===== config.mk =====
export PLATFORM = sky130hd
export DESIGN_NAME = gost_round_ctrl
export DESIGN_NICKNAME = d
export VERILOG_FILES = /design/src/rtl/gost_pkg.sv /design/src/rtl/gost_key_sched.sv /design/src/rtl/gost_round_ctrl.sv
export SDC_FILE = /design/constraint.sdc
export NUM_CORES = 1
export LEC_CHECK = 0
export BUFFER_PORTS_ARGS = -buffer_cell sky130_fd_sc_hd__buf_2
export CORE_AREA = 4 4 185 187
export CTS_CLUSTER_DIAMETER = 100
export DETAILED_ROUTE_END_ITERATION = 6
export DIE_AREA = 0 0 189 191
export PLACE_DENSITY = 0.7
export SETUP_SLACK_MARGIN = 0.5
export SYNTH_ARGS = -nofsm -noshare
export SYNTH_HDL_FRONTEND = slang
export SYNTH_SLANG_ARGS = --single-unit

===== constraint.sdc =====
create_clock -name iclk -period 3.1 [get_ports iclk]
set_input_delay 0.155 -clock iclk [delete_from_list [all_inputs] [get_ports iclk]]
set_output_delay 0.155 -clock iclk [all_outputs]
set_load 0.005 [all_outputs]

===== src/rtl/gost_pkg.sv =====
// Shared definitions for the GOST 28147-89 round sequencer.
// Contents:
//   WORD_W, NROUNDS  - half-block width and round count (both fixed at 32)
//   state_t          - sequencer states ST_IDLE / ST_RUN / ST_DONE
//   key_idx()        - subkey index for a round counter value and direction
package gost_pkg;

  localparam int WORD_W  = 32;
  localparam int NROUNDS = 32;

  typedef enum logic [1:0] {
    ST_IDLE = 2'd0,
    ST_RUN  = 2'd1,
    ST_DONE = 2'd2
  } state_t;

  // Encrypt walks K0..K7 three times and then K7..K0.
  // Decrypt walks K0..K7 once and then K7..K0 three times.
  // The reversed stretch starts at round 24 for encrypt and at round 8 for decrypt.
  function automatic logic [2:0] key_idx(input logic [4:0] cnt, input logic decrypt);
    logic rev;
    if (decrypt) begin
      rev = (cnt >= 5'd8);
    end else begin
      rev = (cnt >= 5'd24);
    end
    if (rev) begin
      key_idx = 3'd7 - cnt[2:0];
    end else begin
      key_idx = cnt[2:0];
    end
  endfunction

endpackage


===== src/rtl/gost_key_sched.sv =====
// Combinational subkey selector.
// Ports:
//   i_cnt     in  5    round counter
//   i_decrypt in  1    1 = decrypt key order
//   i_key     in  256  key; Kj = i_key[32j+31:32j]
//   o_subkey  out 32   selected subkey
module gost_key_sched
  import gost_pkg::*;
(
  input  logic [4:0]        i_cnt,
  input  logic              i_decrypt,
  input  logic [255:0]      i_key,
  output logic [WORD_W-1:0] o_subkey
);

  logic [2:0] w_idx;

  assign w_idx = key_idx(i_cnt, i_decrypt);

  // Word select: the index is scaled by 32 to address the key bit vector.
  assign o_subkey = i_key[{w_idx, 5'd0} +: WORD_W];

endmodule


===== src/rtl/gost_round_ctrl.sv =====
// GOST 28147-89 round sequencer.
// Runs 32 rounds over an external combinational round function, at one round per clock.
// The module holds the N1/N2 state and selects the subkey for each round.
// A start/valid/ready handshake connects it to the cipher-mode logic.
//
// Optional feature: define GOST_DECRYPT_EN to add the idecrypt input.
//   idecrypt is latched when a block is accepted and selects the decrypt key order.
//   Without the macro, only the encrypt key order is built.
//
// Ports:
//   iclk, irst   clock, synchronous active-high reset
//   istart       load iblock; taken in IDLE, or in DONE together with iready
//   iblock[63:0] input block, [31:0]=N1, [63:32]=N2
//   ikey[255:0]  key, must stay stable while obusy=1
//   idecrypt     (GOST_DECRYPT_EN only) decrypt key order for this block
//   ornd_n1      N1 operand to the round function (0 outside RUN)
//   ornd_key     current subkey to the round function (0 outside RUN)
//   irnd_f       round function result, same cycle
//   obusy        high from accept until the result is consumed
//   ovalid       oblock valid, held until iready
//   oblock[63:0] result, [31:0]=N1, [63:32]=N2
//   iready       consumer takes oblock
module gost_round_ctrl
  import gost_pkg::*;
(
  input  logic              iclk,
  input  logic              irst,
  input  logic              istart,
  input  logic [63:0]       iblock,
  input  logic [255:0]      ikey,
`ifdef GOST_DECRYPT_EN
  input  logic              idecrypt,
`endif
  output logic [WORD_W-1:0] ornd_n1,
  output logic [WORD_W-1:0] ornd_key,
  input  logic [WORD_W-1:0] irnd_f,
  output logic              obusy,
  output logic              ovalid,
  output logic [63:0]       oblock,
  input  logic              iready
);

  localparam logic [4:0] LAST_RND = 5'(NROUNDS - 1);

  state_t            r_state;
  state_t            w_state_nxt;
  logic [4:0]        r_cnt;
  logic [4:0]        w_cnt_nxt;
  logic [WORD_W-1:0] r_n1;
  logic [WORD_W-1:0] r_n2;
  logic [WORD_W-1:0] w_n1_nxt;
  logic [WORD_W-1:0] w_n2_nxt;
  logic              r_dec;
  logic              w_dec_nxt;
  logic              w_dec_in;
  logic              r_busy;
  logic              r_valid;
  logic [63:0]       r_oblock;
  logic [WORD_W-1:0] w_subkey;
  logic              w_run;

`ifdef GOST_DECRYPT_EN
  assign w_dec_in = idecrypt;
`else
  assign w_dec_in = 1'b0;
`endif

  gost_key_sched u_key_sched (
    .i_cnt     (r_cnt),
    .i_decrypt (r_dec),
    .i_key     (ikey),
    .o_subkey  (w_subkey)
  );

  assign w_run    = (r_state == ST_RUN);
  assign ornd_n1  = w_run ? r_n1 : {WORD_W{1'b0}};
  assign ornd_key = w_run ? w_subkey : {WORD_W{1'b0}};
  assign obusy    = r_busy;
  assign ovalid   = r_valid;
  assign oblock   = r_oblock;

  // Next-state logic, round datapath and block load.
  always_comb begin
    w_state_nxt = r_state;
    w_cnt_nxt   = r_cnt;
    w_n1_nxt    = r_n1;
    w_n2_nxt    = r_n2;
    w_dec_nxt   = r_dec;
    case (r_state)
      ST_IDLE: begin
        if (istart) begin
          w_state_nxt = ST_RUN;
          w_cnt_nxt   = 5'd0;
          w_n1_nxt    = iblock[31:0];
          w_n2_nxt    = iblock[63:32];
          w_dec_nxt   = w_dec_in;
        end else begin
          w_state_nxt = ST_IDLE;
        end
      end
      ST_RUN: begin
        // The last round keeps the halves in place (no swap).
        if (r_cnt == LAST_RND) begin
          w_n2_nxt    = r_n2 ^ irnd_f;
          w_state_nxt = ST_DONE;
        end else begin
          w_n1_nxt  = r_n2 ^ irnd_f;
          w_n2_nxt  = r_n1;
          w_cnt_nxt = r_cnt + 5'd1;
        end
      end
      ST_DONE: begin
        if (iready) begin
          // Back-to-back case: the result is consumed and the next block is loaded on the same edge.
          if (istart) begin
            w_state_nxt = ST_RUN;
            w_cnt_nxt   = 5'd0;
            w_n1_nxt    = iblock[31:0];
            w_n2_nxt    = iblock[63:32];
            w_dec_nxt   = w_dec_in;
          end else begin
            w_state_nxt = ST_IDLE;
          end
        end else begin
          w_state_nxt = ST_DONE;
        end
      end
      default: begin
        w_state_nxt = ST_IDLE;
      end
    endcase
  end

  // State, counter and half-block registers.
  // The output registers are loaded from next-state values so they line up with r_state.
  always_ff @(posedge iclk) begin
    if (irst) begin
      r_state  <= ST_IDLE;
      r_cnt    <= 5'd0;
      r_n1     <= {WORD_W{1'b0}};
      r_n2     <= {WORD_W{1'b0}};
      r_dec    <= 1'b0;
      r_busy   <= 1'b0;
      r_valid  <= 1'b0;
      r_oblock <= 64'd0;
    end else begin
      r_state  <= w_state_nxt;
      r_cnt    <= w_cnt_nxt;
      r_n1     <= w_n1_nxt;
      r_n2     <= w_n2_nxt;
      r_dec    <= w_dec_nxt;
      r_busy   <= (w_state_nxt != ST_IDLE);
      r_valid  <= (w_state_nxt == ST_DONE);
      r_oblock <= (w_state_nxt == ST_DONE) ? {w_n2_nxt, w_n1_nxt} : 64'd0;
    end
  end

endmodule

==> results.yml <==
run_status:
  run_status: "complete, but fails checks"
  violated_checks: "DRC"
global_routing:
  grt_use_met1_pct: 27.75
  grt.met2_usage_pct: 39.16
  grt_first_pass_wirelength_mm: 67.50
  grt.overflow.total: 0
  grt_busiest_layer: "met2"
  grt_use_met3_pct: 6.629
  first_global_vias: 11960
  largest_net_degree_at_the_start_of_global_routing: 72
  grtUsageTotal_pct: 23.42
  antenna_found_initial: 26
detailed_routing:
  routed_wirelength_mm: 45.61
  vias: 12260
  via_per_inst: 5.766
  route.detailed.drc: 2
  detail_route.wl_per_cell_microns: 21.45
  final_antenna_net_count: 0
  drt_first_iter_violations: 1159
  drt_pre_antenna_iters: 7
yosys:
  post_synth_mux_area_share_pct: 15.73
  syn-mean-instance-area_sq_um: 8.136
  synth_sequential_area_ratio_pct: 26.95
  count_of_flip_flops_with_a_built_in_enable_after_synthesis: 0
  main_synth_ff_type: "sky130_fd_sc_hd__dfxtp_1"
  synthesis.area_sq_mm: 0.01018
  ys.warnings.count: 0
  synth_top_family_by_area: "compound AO/OA/AOI/OAI gates"
  cell_count_after_synthesis: 1251
  synth_fa_ha_area_share_pct: 0.3688
  syn_nets: 1610
  synth-simple-area-share_pct: 20.33
  postSynthRegisterBits: 137
  synth_xor_xnor_area_share_pct: 2.926
  yosysUniqueCellTypes: 40
  ys_async_rst_share_pct: 0
  share_of_the_synthesized_area_in_compound_gates_ao_oa_aoi_oai_pct: 26.87
floorplan:
  die-height_microns: 191
  starting_density_pct: 31.36
  die_area_sq_mm: 0.03610
  die_w_microns: 189
  design.portCount: 486
  rows: 66
  core_area_sq_mm: 0.03245
critical_path:
  worstSetupPathType: "reg -> out"
  timing.rr.end: "r_n2[19]$_SDFF_PP0_"
  critical_path.reg2reg.startpoint: "r_cnt[0]$_SDFFE_PP0P_"
  path_max_fanout: 56
  timing.reg2reg.setup_slack_ps: 640
  worstSetupStartpointType: "flop"
  timing.critical_path.arrival_ps: 2390
  worst_ep_required_time_ps: 2940
  r2r.worst_path.cells: 8
  setup.worst_path.end_class: "output pin"
power:
  cellLeakagePower_nw: 6.501
  clock_power_share_pct: 38.8
  cellPowerDensity_mw_per_mm2: 375.5
  sw_share_pct: 28.61
  power_frac_seq_pct: 37.4
  p_int_mw: 3.681
  vdd.ir_drop.worst_mv: 0.3125
  power.net_switching_mw: 1.475
  combPwrFrac_pct: 23.8
finish:
  drive_gt1_share_pct: 34.47
  mostFrequentLayoutCell: "sky130_fd_sc_hd__buf_2"
  finalNetCount: 2022
  area_delta_synth_final_pct: 34.91
  leading_cell_types_in_the_layout_fill_and_taps_excluded: "485 x sky130_fd_sc_hd__buf_2, 223 x sky130_fd_sc_hd__nand2_1, 160 x sky130_fd_sc_hd__mux2i_1"
clock_tree:
  ctsLongestPathBuffers: 2
  holdBufCountCts: 0
  cts_tree: "yes"
  cts.htree.levels: 4
  clock_pin_slew_of_the_registers_on_the_worst_case_setup_and_hold_paths_ps: 60
  clock-sinks: 137
  clockRootBuffer: "sky130_fd_sc_hd__clkbuf_16"
  tritoncts.num_buffers: 17
  clock_insertion_delay_worst_skew_ps: 420
worst_hold_path:
  min_delay_worst_endpoint: "r_n1[31]$_SDFF_PP0_"
  worstHoldStart: "iblock[31]"
  depth_of_the_worst_hold_timing_path: 3
  worst_hold_path_type: "in -> reg"
sta:
  final_period_utilization_pct: 81.97
  rsz0062_at_grt: "false"
  period_minus_slack_ps: 2541
  slew_headroom_pct: 42.43
  worst_pin_slew_ps: 863.5
  fmax_mhz: 393.5
  worst_clock_skew_ps: 7.851
  tns_ps: 0
  finalMaxSlewViolations: 0
  worst_hold_slack_ps: 25.37
  final_hold_viol_count: 0
  setup_viol: 0
place:
  post-dp-hpwl_mm: 32.40
  placer_congestion_estimate: 0.9322
  io_buffer_count: 485
job:
  max_cap_violations: 0
[sequential cells by signal (all words and copies together), names as in the netlist]
name / cells
r_state: 2
r_n1: 32
r_cnt: 5
obusy: 1
ovalid: 1
oblock: 64
r_n2: 32
[area by class of cell]
class | count | area, sq um
fillers | 3283 | 18720
multi-input cells | 947 | 6835
repair buffers | 523 | 2846
flip-flops and latches | 137 | 2754
well taps | 442 | 553.0
clock buffers | 22 | 484.2
inverters | 37 | 138.9
clock inverters | 8 | 95.09
diodes | 10 | 25.02
[power groups by stage]
stage,combinational [mW],sequential [mW],clock (mW)
2_1_floorplan,0.682,1.94,0
3_3_place_gp,1.18,1.96,0
3_5_place_dp,1.21,1.96,0
4_1_cts,1.21,1.93,2.03
5_1_grt,1.34,1.94,2.12
6_report,1.23,1.93,2.00
[through the flow]
step           total power [mW]  worst slack [ps]  instances  instance area (sq um)  util [%]
6_report                  5.156             558.8       2126                  13730     42.31
5_1_grt                   5.398             501.6       2125                  13730     42.30
4_1_cts                   5.174             495.4       2115                  13670     42.12
3_5_place_dp              3.167             429.3       2077                  13020     40.11
3_3_place_gp              3.144             531.2       2077                  13020     40.11
2_1_floorplan             2.620             904.0       1251                  10180         -
[what timing repair did]
action / 4_1_cts / 5_1_grt
hold endpoints to repair: 0 / 0
pin swaps: 4 / 3
buffers inserted: 5 / 0
resized for setup: 4 / 6
setup endpoints to repair: 75 / 76
gates cloned: 3 / 1
[how the worst max path moves through the flow]
stage,startpoint,slack (ps),to
global route,r_cnt[0]$_SDFFE_PP0P_,500,r_n2[2]$_SDFF_PP0_
floorplan,r_cnt[0]$_SDFFE_PP0P_,900,oblock[10]$_SDFF_PP0_
finish,r_cnt[4]$_SDFFE_PP0P_,560,ornd_key[0]
CTS,r_cnt[4]$_SDFFE_PP0P_,500,ornd_key[0]
detailed placement,r_cnt[0]$_SDFFE_PP0P_,430,r_n2[7]$_SDFF_PP0_
global placement,r_cnt[0]$_SDFFE_PP0P_,530,r_n2[4]$_SDFF_PP0_
[Yosys cell counts, drive strengths merged (2+ instances only)]
cell type,number,area share (%)
o22ai,2,0.12
nor3,2,0.098
a21oi,2,0.21
a211oi,4,0.30
xor2,32,2.8
a22oi,2,0.15
a221o,60,5.9
a32oi,95,8.2
nand2,224,8.3
and2b,2,0.15
and3,34,2.1
xnor2,2,0.17
a32o,31,3.0
dfxtp,137,27
a221oi,34,2.9
o221ai,30,2.6
mux2i,160,16
nor2b,61,3.7
buf,46,2.2
nand2b,3,0.18
inv,37,1.4
nor2,83,3.1
a2111oi,2,0.17
a222oi,30,3.0
and2,37,2.3
ha,3,0.37
nand3,2,0.098
clkbuf,87,3.2
[routing by layer]
layer | vias to the layer above | part of all wire, % | wire length (microns)
met5 | - | 0.38 | 175
met4 | 26 | 4.5 | 2052
met3 | 151 | 9.7 | 4420
met2 | 720 | 47 | 21600
met1 | 5799 | 38 | 17350
li1 | 5563 | - | -
[cell families after synthesis]
kind of cell / Yosys count
adders and majority gates: 3
xor gates and xnor gates: 34
buffers and inverters: 170
DFF: 137
muxes: 160
AOI/OAI and AO/OA: 296
and+or+nand+nor: 451
[critical path, cell delays in order, from the launching register on]
cell	delay (ps)
sky130_fd_sc_hd__dfxtp_4	460
sky130_fd_sc_hd__and2_4	300
sky130_fd_sc_hd__buf_12	310
sky130_fd_sc_hd__nand2_1	100
sky130_fd_sc_hd__a32oi_1	400
sky130_fd_sc_hd__a32o_1	230
sky130_fd_sc_hd__buf_2	110
No activity file was read; power rests on OpenSTA's default activity.
